### src/rtl/ptcalc_scheduler.sv
// Round-robin front end for a single pT-calc core: one holding slot per track
// thread, launch/wait handshake with the core, registered result and timeout guard.
`timescale 1ns/1ps
module ptcalc_scheduler #(
  parameter int N_THR       = 3,
  parameter int TIMEOUT_CYC = 64,
  parameter int PL_W        = 24,
  parameter int SF_W        = 12,
  parameter int RES_W       = 16
) (
  input  logic                    ap_clk,
  input  logic                    ap_rst_n,
  input  logic [N_THR-1:0]        req_valid,
  output logic [N_THR-1:0]        req_ready,
  input  logic [N_THR*PL_W-1:0]   req_pl,
  input  logic [N_THR*SF_W-1:0]   req_sf_inn,
  input  logic [N_THR*SF_W-1:0]   req_sf_mid,
  input  logic [N_THR*SF_W-1:0]   req_sf_out,
  input  logic [N_THR-1:0]        req_c_side,
  output logic                    core_start,
  input  logic                    core_ready,
  input  logic                    core_done,
  output logic [PL_W-1:0]         core_pl,
  output logic [SF_W-1:0]         core_sf_inn,
  output logic [SF_W-1:0]         core_sf_mid,
  output logic [SF_W-1:0]         core_sf_out,
  output logic                    core_c_side,
  input  logic [RES_W-1:0]        core_res,
  input  logic                    core_res_vld,
  output logic                    res_valid,
  output logic [1:0]              res_thr,
  output logic [RES_W-1:0]        res_data,
  output logic                    err_timeout,
  input  logic                    err_clr,
  output logic [15:0]             launch_cnt
);

  localparam logic [1:0] S_IDLE   = 2'd0;
  localparam logic [1:0] S_LAUNCH = 2'd1;
  localparam logic [1:0] S_WAIT   = 2'd2;
  localparam int TW = $clog2(TIMEOUT_CYC + 1);

  logic [1:0]       r_rst_sync;
  logic             w_rst_n;
  logic [1:0]       r_state;
  logic [N_THR-1:0] r_pending;
  logic [1:0]       r_rr_ptr;
  logic [1:0]       r_cur_thr;
  logic [TW-1:0]    r_tmo_cnt;
  logic [15:0]      r_launch_cnt;
  logic             r_res_valid;
  logic [1:0]       r_res_thr;
  logic [RES_W-1:0] r_res_data;
  logic             r_err;
  logic [PL_W-1:0]  r_core_pl;
  logic [SF_W-1:0]  r_core_sf_inn, r_core_sf_mid, r_core_sf_out;
  logic             r_core_c_side;

  logic [PL_W-1:0]  r_slot_pl     [N_THR];
  logic [SF_W-1:0]  r_slot_sf_inn [N_THR];
  logic [SF_W-1:0]  r_slot_sf_mid [N_THR];
  logic [SF_W-1:0]  r_slot_sf_out [N_THR];
  logic             r_slot_c_side [N_THR];

  logic [N_THR-1:0] w_capture;
  logic [N_THR-1:0] w_clr;
  logic [2:0]       w_pick;
  logic             w_do_grant;
  logic [1:0]       w_grant;
  logic [1:0]       w_rr_next;
  logic             w_tmo_set;

  // First pending thread at or after ptr, wrapping; {found, index}.
  function automatic logic [2:0] f_pick(input logic [N_THR-1:0] pend, input logic [1:0] ptr);
    logic [2:0] pick;
    logic [1:0] sel;
    int         idx;
    pick = 3'b000;
    for (int k = N_THR - 1; k >= 0; k--) begin
      idx = (int'(ptr) + k) % N_THR;
      sel = 2'(idx);
      if (pend[sel]) pick = {1'b1, sel};
    end
    return pick;
  endfunction

  // Reset asserts immediately but releases only on a clock edge.
  always_ff @(posedge ap_clk or negedge ap_rst_n) begin
    if (!ap_rst_n) r_rst_sync <= 2'b00;
    else           r_rst_sync <= {r_rst_sync[0], 1'b1};
  end
  assign w_rst_n = r_rst_sync[1];

  assign w_capture = req_valid & ~r_pending;
  assign w_rr_next = (w_grant == 2'(N_THR - 1)) ? 2'd0 : w_grant + 2'd1;
  assign w_tmo_set = (r_state == S_WAIT) && !core_done && (r_tmo_cnt == TW'(TIMEOUT_CYC - 1));

  always_comb begin
    w_pick     = f_pick(r_pending, r_rr_ptr);
    w_do_grant = (r_state == S_IDLE) && w_pick[2];
    w_grant    = w_pick[1:0];
    w_clr      = '0;
    if (w_do_grant) w_clr[w_grant] = 1'b1;
  end

  // Slot payloads are only meaningful while pending, so they carry no reset.
  always_ff @(posedge ap_clk) begin
    for (int i = 0; i < N_THR; i++) begin
      if (w_capture[i]) begin
        r_slot_pl[i]     <= req_pl[i*PL_W +: PL_W];
        r_slot_sf_inn[i] <= req_sf_inn[i*SF_W +: SF_W];
        r_slot_sf_mid[i] <= req_sf_mid[i*SF_W +: SF_W];
        r_slot_sf_out[i] <= req_sf_out[i*SF_W +: SF_W];
        r_slot_c_side[i] <= req_c_side[i];
      end
    end
  end

  always_ff @(posedge ap_clk or negedge w_rst_n) begin
    if (!w_rst_n) begin
      r_state       <= S_IDLE;
      r_pending     <= '0;
      r_rr_ptr      <= '0;
      r_cur_thr     <= '0;
      r_tmo_cnt     <= '0;
      r_launch_cnt  <= '0;
      r_res_valid   <= 1'b0;
      r_res_thr     <= '0;
      r_res_data    <= '0;
      r_err         <= 1'b0;
      r_core_pl     <= '0;
      r_core_sf_inn <= '0;
      r_core_sf_mid <= '0;
      r_core_sf_out <= '0;
      r_core_c_side <= 1'b0;
    end else begin
      r_pending   <= (r_pending & ~w_clr) | w_capture;
      r_res_valid <= 1'b0;
      if (w_tmo_set)    r_err <= 1'b1;
      else if (err_clr) r_err <= 1'b0;
      case (r_state)
        S_IDLE: begin
          if (w_do_grant) begin
            r_core_pl     <= r_slot_pl[w_grant];
            r_core_sf_inn <= r_slot_sf_inn[w_grant];
            r_core_sf_mid <= r_slot_sf_mid[w_grant];
            r_core_sf_out <= r_slot_sf_out[w_grant];
            r_core_c_side <= r_slot_c_side[w_grant];
            r_cur_thr     <= w_grant;
            r_rr_ptr      <= w_rr_next;
            r_state       <= S_LAUNCH;
          end
        end
        S_LAUNCH: begin
          if (core_ready) begin
            r_launch_cnt <= r_launch_cnt + 16'd1;
            r_tmo_cnt    <= '0;
            r_state      <= S_WAIT;
          end
        end
        S_WAIT: begin
          if (core_res_vld) begin
            r_res_valid <= 1'b1;
            r_res_data  <= core_res;
            r_res_thr   <= r_cur_thr;
          end
          if (core_done || w_tmo_set) r_state <= S_IDLE;
          else                        r_tmo_cnt <= r_tmo_cnt + 1'b1;
        end
        default: r_state <= S_IDLE;
      endcase
    end
  end

  assign req_ready   = ~r_pending;
  assign core_start  = (r_state == S_LAUNCH);
  assign core_pl     = r_core_pl;
  assign core_sf_inn = r_core_sf_inn;
  assign core_sf_mid = r_core_sf_mid;
  assign core_sf_out = r_core_sf_out;
  assign core_c_side = r_core_c_side;
  assign res_valid   = r_res_valid;
  assign res_thr     = r_res_thr;
  assign res_data    = r_res_data;
  assign err_timeout = r_err;
  assign launch_cnt  = r_launch_cnt;

endmodule

### config.mk
export PLATFORM = sky130hd
export DESIGN_NAME = ptcalc_scheduler
export DESIGN_NICKNAME = d
export VERILOG_FILES = /design/src/rtl/ptcalc_scheduler.sv
export SDC_FILE = /design/constraint.sdc
export NUM_CORES = 1
export LEC_CHECK = 0
export CAP_MARGIN = 20
export CORE_UTILIZATION = 49
export DETAILED_ROUTE_END_ITERATION = 8
export MAX_ROUTING_LAYER = met4
export PLACE_DENSITY = 0.82
export SETUP_SLACK_MARGIN = 0.4
export SYNTH_ARGS = -nofsm -noshare
export SYNTH_HDL_FRONTEND = slang
export SYNTH_SLANG_ARGS = --single-unit
### constraint.sdc
create_clock -name ap_clk -period 4.7 [get_ports ap_clk]
set_input_delay 0.94 -clock ap_clk [delete_from_list [all_inputs] [get_ports ap_clk]]
set_output_delay 0.94 -clock ap_clk [all_outputs]
set_load 0.01 [all_outputs]
* Yosys cells after proc, flatten, opt, wreduce, memory -nomap -nowiden
Memory sizes are Yosys's and may differ from the RTL's. A register that Yosys moved wholly into a read port is not among the register bits. Cells that the tools add are included. W data, S select, Z words.
Word-level totals: bits in registers 54, memory bits (writable) 183, bits of input ports 208, output and inout bits 101, memories 5
Cells by class: add/subtract/negate cells 5, div/mod/pow operators 3, magnitude comparators 5, equal/unequal tests 8, multiplexer cells 30, bitwise operators 5, reduce and logical (&&, ||, !) cells 19
Memory list:
- r_slot_pl | depth 3, width 24, rd ports 1, clocked after Yosys merged registers in 1, wr ports 3, RTL line 59 | logic [PL_W-1:0] r_slot_pl [N_THR];
- r_slot_sf_inn | depth 3, width 12, rd ports 1, clocked after Yosys merged registers in 1, wr ports 3, RTL line 60 | logic [SF_W-1:0] r_slot_sf_inn [N_THR];
- r_slot_sf_mid | depth 3, width 12, rd ports 1, clocked after Yosys merged registers in 1, wr ports 3, RTL line 61 | logic [SF_W-1:0] r_slot_sf_mid [N_THR];
- r_slot_sf_out | depth 3, width 12, rd ports 1, clocked after Yosys merged registers in 1, wr ports 3, RTL line 62 | logic [SF_W-1:0] r_slot_sf_out [N_THR];
- r_slot_c_side | depth 3, width 1, rd ports 1, clocked after Yosys merged registers in 1, wr ports 3, RTL line 63 | logic r_slot_c_side [N_THR];
Operator list (count):
- $mod A32 B3 Y32 const B | 2
- $mod A3 B3 Y32 const B | 1
- $add A16 B1 Y16 const B | 1
- $mux W1 | 14
- $mux W7 | 2
- $pmux W7 S2 | 1
- $lt A2 B3 Y1 const B | 4
- $mux W3 | 4
- $mux W2 | 4
- $add A7 B1 Y7 const B | 1
- $eq A7 B6 Y1 const B | 1
- $and A3 B3 Y3 | 2
- $bmux W1 S2 | 3
- $logic_not A1 Y1 | 6
- $not A3 Y3 | 2
- $pmux W2 S3 | 1
- $reduce_and A2 Y1 | 3
- $reduce_and A3 Y1 | 2
- $eq A2 B2 Y1 const B | 2
- $logic_and A1 B1 Y1 | 4
- $ne A2 B1 Y1 const B | 2
- $ne A2 B2 Y1 const B | 2
- $reduce_bool A2 Y1 | 2
- $add A2 B1 Y3 const B | 1
- 8 further kinds | 8

* Depth between registers and ports, before layout
word-level depth 15, depth in mapped cells 11, gate-level depth less buffers 7

* Worst setup path before layout
Ideal clock, no wire load.
path kind input -> register, start point input req_valid[1], end point memory r_slot_c_side[1], enable pin, setup time 0.487 ns, arrival time 3.626 ns, path slack 0.587 ns, stages 1, path buffers 0, cell sequence nor2b_1
RTL lines:
- from (decl) | RTL line 13 | input logic [N_THR-1:0] req_valid,
- to (decl) | RTL line 63

* Worst setup path after layout
start point register r_state[1], end point output core_start
On the way: word-level cells in the longest chain between the ends 1
Ends and longest elaborated chain:
- from (decl) | RTL line 45 | logic [1:0] r_state;
- from (signal assigned) | RTL line 121 | r_state <= S_IDLE;
- from (signal assigned) | RTL line 151 | r_state <= S_LAUNCH;
- from (signal assigned) | RTL line 158 | r_state <= S_WAIT;
- $eq A2 B1 Y1 | RTL line 176 | assign core_start = (r_state == S_LAUNCH);
- to (decl) | RTL line 20 | output logic core_start,
Every way passes these cells.

==> results list <==
- The flow ran to the end, and the final reports show no timing, DRC or antenna violations.
- Entering global routing, the biggest net connects 76 pins.
* Die boundary height: about 160 µm
- Stage delay of the slowest cell on the critical path: ~530 ps
- For this design the total switching power over the nets is 3.55 mW.
* Pre-CTS setup slack: 1800 ps
* Worst-Margin Slew: 914 ps
- After legalization and detailed placement, the total HPWL measured approximately 18,000 µm.
- For the final routed database, the setup TNS stands at 0 ps.
- In this run the tool buffered the top-level ports with between 300 and 400 buffer cells.
- Synthesized netlist cell count: between 700 and 800
- The kind of cell with the highest combined delay along the critical path is buffers and inverters.
- The final layout contains routed wiring with a total length of between 20,000 and 30,000 µm.
- The slowest stage of the critical path is the sky130_fd_sc_hd__clkdlybuf4s50_1 cell.
- At the end of routability-driven placement, the weighted congestion stood at about 0.81.
- Summed over all layers, the global routing overflow is 0.
* Number of synthesized flops with an enable pin: 183
- Final hold violation count: 0
- Die X-Extent: 156 µm
- Max transition margin: between 30% and 40%
- Placed insts: 1,357
- The first TritonRoute pass finished after 5 iterations.
- The tool flagged a number of max-cap violations equal to 0.
* Worst clock skew: 12.7 ps
- The total area inside the core boundary comes to around 23,000 µm².
- Clock network power share: between 20% and 30%
- Rows: between 50 and 60
- Worst-path cell chain: nand2b_1, inv_1, clkdlybuf4s50_1
- The share of total power dissipated in sequential elements is 37.1%.
- Post-Layout Cell Count: 1,416
* Clock latency on the worst-skew pair: roughly 540 ps
- Mapped Area: around 12,000 µm²
- Post-CTS setup buffer count: 0
- The tightest min-delay check is of the reg2async type.
* Post-synthesis sequential area ratio: ~72%
- Across all layers, the routed design uses ~7,400 vias.
* Count of fill cells added during filler insertion: between 1,500 and 2,000
- Yosys instantiated no cell more often than sky130_fd_sc_hd__edfxtp_1.
- For this block, the initial DRC count from the detailed router was between 300 and 400.
- After clock tree synthesis, the clock-pin slew on the worst setup and hold paths is 60 ps.
- Fraction of the cycle the final worst path needs: between 50% and 60%
- Top-level I/O count: 309
* Area of the multi-input gates: around 3000 µm²
- Fmax achieved: about 370 MHz
- Bufs and invs on worst path: 2
* Share of Yosys cell area claimed by the top area cell type: around 47%
- Dividing the detail-routed via count by the number of cells gives between 5 and 6.
- Number of diodes added for antenna fixing: 0
- Layout overhead on the synthesized area: 38.1%
* CTS tree: yes
* Number of antenna violations at the first check in global routing: 0
* Global-route wire length before repair: 42,100 µm
* Synthesis Warnings: 0
- Global routing consumed, over all layers together, between 20% and 30% of the routing resources.
* CP Capture Type: primary output
- After layout, the minimum clock period comes to 2710 ps.
* Startpoint class of the critical path: register
- The sequential cells in the finished layout cover a total of between 8000 and 9000 µm².
* Top post-synthesis cells by area: sky130_fd_sc_hd__edfxtp_1, sky130_fd_sc_hd__dfrtp_1, sky130_fd_sc_hd__o211ai_2
- Post-route worst hold slack: roughly 130 ps
- No sink is reached through more buffers than the 3 on the longest clock path.
- In the final routed layout, each cell accounts on average for approximately 20 µm.
- Top fanout value on the critical path: 5
- Each instance of the synthesized netlist takes up on average 15.2 µm².
- Arrival time of the worst setup path: 1770 ps
- In the final layout, the share of cells above drive strength 1 is about an eighth.
* Mapped Nets: just under 1,000
- Number of gates given a new drive strength after cts: 0
- Across the VDD grid, the largest voltage drop is 602 µV.
- For this design the ratio of total power to cell area is between 600 and 700 nW/µm².
- Summed over all cells, the static leakage comes to between 6 and 7 nW.
- Once detail routing completed, the nets flagged for antenna violations numbered 0.
- CTS built an H-tree with a depth of 1.
* Remaining DRCs: 0
- Once the floorplan was initialized, standard cells occupied between 50% and 60% of the core.
- STA puts the critical path data required time at about 3800 ps.
* Internal cell power: slightly below 7 mW
- Counting every sink on the clock net gives 298.
- Total number of nets in the final design: 1,292
- Number of endpoints failing setup at the final stage: 0
- For this run, asynchronously set or reset flops after synthesis account for 38.6%.
* Final setup margin: between 1500 and 2000 ps
- Area of the die: 24,300 µm²
* Synth unique cells: between 40 and 50
* Number of register bits inferred by synthesis: about 300
- Net switching is 34.4% of the power.
- Unrepaired setup endpoints after global routing: no
- Vias in the first global route: ~7,900
- Combinational logic burns roughly two fifths of the power.
* TritonCTS Buffers: 30
- The synthesized design spends more area on one cell type than any other, namely sky130_fd_sc_hd__edfxtp_1.
- The root buffer cell chosen for the clock tree is sky130_fd_sc_hd__clkbuf_16.
- For this design, the CTS-stage hold fixing added 0 buffers.
* Number of max-slew violations in the final report: 0
- Critical path type: reg2out
- Most frequent cells after synthesis: sky130_fd_sc_hd__edfxtp_1, sky130_fd_sc_hd__nand2_1, sky130_fd_sc_hd__dfrtp_1
- Among all flip-flop cells after synthesis, the most frequent one is sky130_fd_sc_hd__edfxtp_1.
==> path summary, 6_finish.rpt <==
path | startpoint | to | slack (ps) | depth (start not counted)
max | r_state[1]$_DFFE_PN0P_ | core_start | 1990 | 3
max reg2reg | r_rr_ptr[0]$_DFFE_PN0P_ | core_sf_inn[11]$_DFFE_PN0P_ | 2050 | 8
min in group ap_clk | r_rst_sync[0]$_DFF_PN0_ | r_rst_sync[1]$_DFF_PN0_ | 350 | 0
min | r_rst_sync[1]$_DFF_PN0_ | core_pl[0]$_DFFE_PN0P_ | 130 | 0
max in group asynchronous | r_rst_sync[1]$_DFF_PN0_ | core_sf_out[0]$_DFFE_PN0P_ | 3460 | 2
min reg2reg | r_rst_sync[1]$_DFF_PN0_ | core_pl[0]$_DFFE_PN0P_ | 130 | 0
==> placed cells by master, fill, tap and decap left out, types with 2 or more instances in the layout <==
cell / instances
sky130_fd_sc_hd__clkdlybuf4s50_1: 308
sky130_fd_sc_hd__edfxtp_1: 183
sky130_fd_sc_hd__nor2b_4: 2
sky130_fd_sc_hd__ha_1: 5
sky130_fd_sc_hd__o21ai_0: 6
sky130_fd_sc_hd__a21oi_1: 3
sky130_fd_sc_hd__nand4_1: 5
sky130_fd_sc_hd__nor3b_1: 2
sky130_fd_sc_hd__clkbuf_1: 10
sky130_fd_sc_hd__xnor2_1: 15
sky130_fd_sc_hd__o211ai_2: 60
sky130_fd_sc_hd__buf_12: 2
sky130_fd_sc_hd__buf_4: 7
sky130_fd_sc_hd__o21a_1: 3
sky130_fd_sc_hd__o21ai_1: 2
sky130_fd_sc_hd__nor2_1: 13
sky130_fd_sc_hd__buf_16: 3
sky130_fd_sc_hd__clkbuf_8: 9
sky130_fd_sc_hd__and4_1: 2
sky130_fd_sc_hd__xor2_1: 4
sky130_fd_sc_hd__a21boi_1: 2
sky130_fd_sc_hd__clkbuf_16: 33
sky130_fd_sc_hd__nand3_1: 70
sky130_fd_sc_hd__nor2b_1: 5
sky130_fd_sc_hd__dfrtp_1: 114
sky130_fd_sc_hd__inv_1: 9
sky130_fd_sc_hd__mux2i_1: 63
sky130_fd_sc_hd__nand2_1: 135
==> layout make-up <==
class | instances | share of cell area, %
sequential | 298 | 52.2
timing repair buffer | 320 | 20.3
multi-input combinational | 419 | 18.4
clock buffer | 52 | 6.15
tap | 313 | 2.44
clock inverter | 4 | 0.320
inverter | 10 | 0.234
==> metrics by stage <==
step           area, µm²  util (%)  power [mW]
2_1_floorplan      11600         -        6.52
4_1_cts            16000      69.7        10.4
3_5_place_dp       14900      65.2        7.91
3_3_place_gp       14900      65.2        7.79
5_1_grt            16100      70.1        10.8
6_report           16100      70.1        10.3
==> flip-flops by register name (all words and copies together), names as in the netlist, 3 cells and up <==
register / cells
r_slot_pl: 72
r_slot_sf_inn: 36
r_slot_sf_mid: 36
r_slot_sf_out: 36
core_pl: 24
launch_cnt: 16
res_data: 16
core_sf_inn: 12
core_sf_mid: 12
core_sf_out: 12
r_tmo_cnt: 7
r_pending: 3
r_slot_c_side: 3
==> worst reg2reg max path: cells and delay by family (launching register included) <==
family,cells,cell delay [ps]
and+or+nand+nor,2,550
adders and majority gates,1,360
DFF,1,370
AOI/OAI and AO/OA,3,890
buffers and inverters,2,370
==> cells by family after synthesis <==
logic type,count (synthesis),synth area share [%]
other cells,1,0.0323
xor+xnor,19,1.43
simple gates,242,9.27
flops,298,72.0
mux,63,5.43
compound gates,89,8.39
fa+ha+maj,5,0.538
buf+inv,48,2.87
==> power groups by stage <==
stage | registers [mW] | logic (mW) | clock network (mW)
after floorplan | 3.97 | 2.55 | 0
after global placement | 3.86 | 3.93 | 0
after detailed placement | 3.87 | 4.04 | 0
after CTS | 3.84 | 4.06 | 2.47
after global routing | 3.88 | 4.40 | 2.56
final | 3.83 | 4.08 | 2.42
==> routing by layer <==
| metal | part of all wire [%] | track usage, % | up-vias |
|---|---|---|---|
| met5 | 0 | - | - |
| met4 | 2.7 | 6.91 | 0 |
| met3 | 7.9 | 4.89 | 49 |
| met2 | 51 | 40.3 | 332 |
| met1 | 39 | 27.9 | 3604 |
| li1 | - | - | 3428 |
No activity file was read; power rests on OpenSTA's default activity.
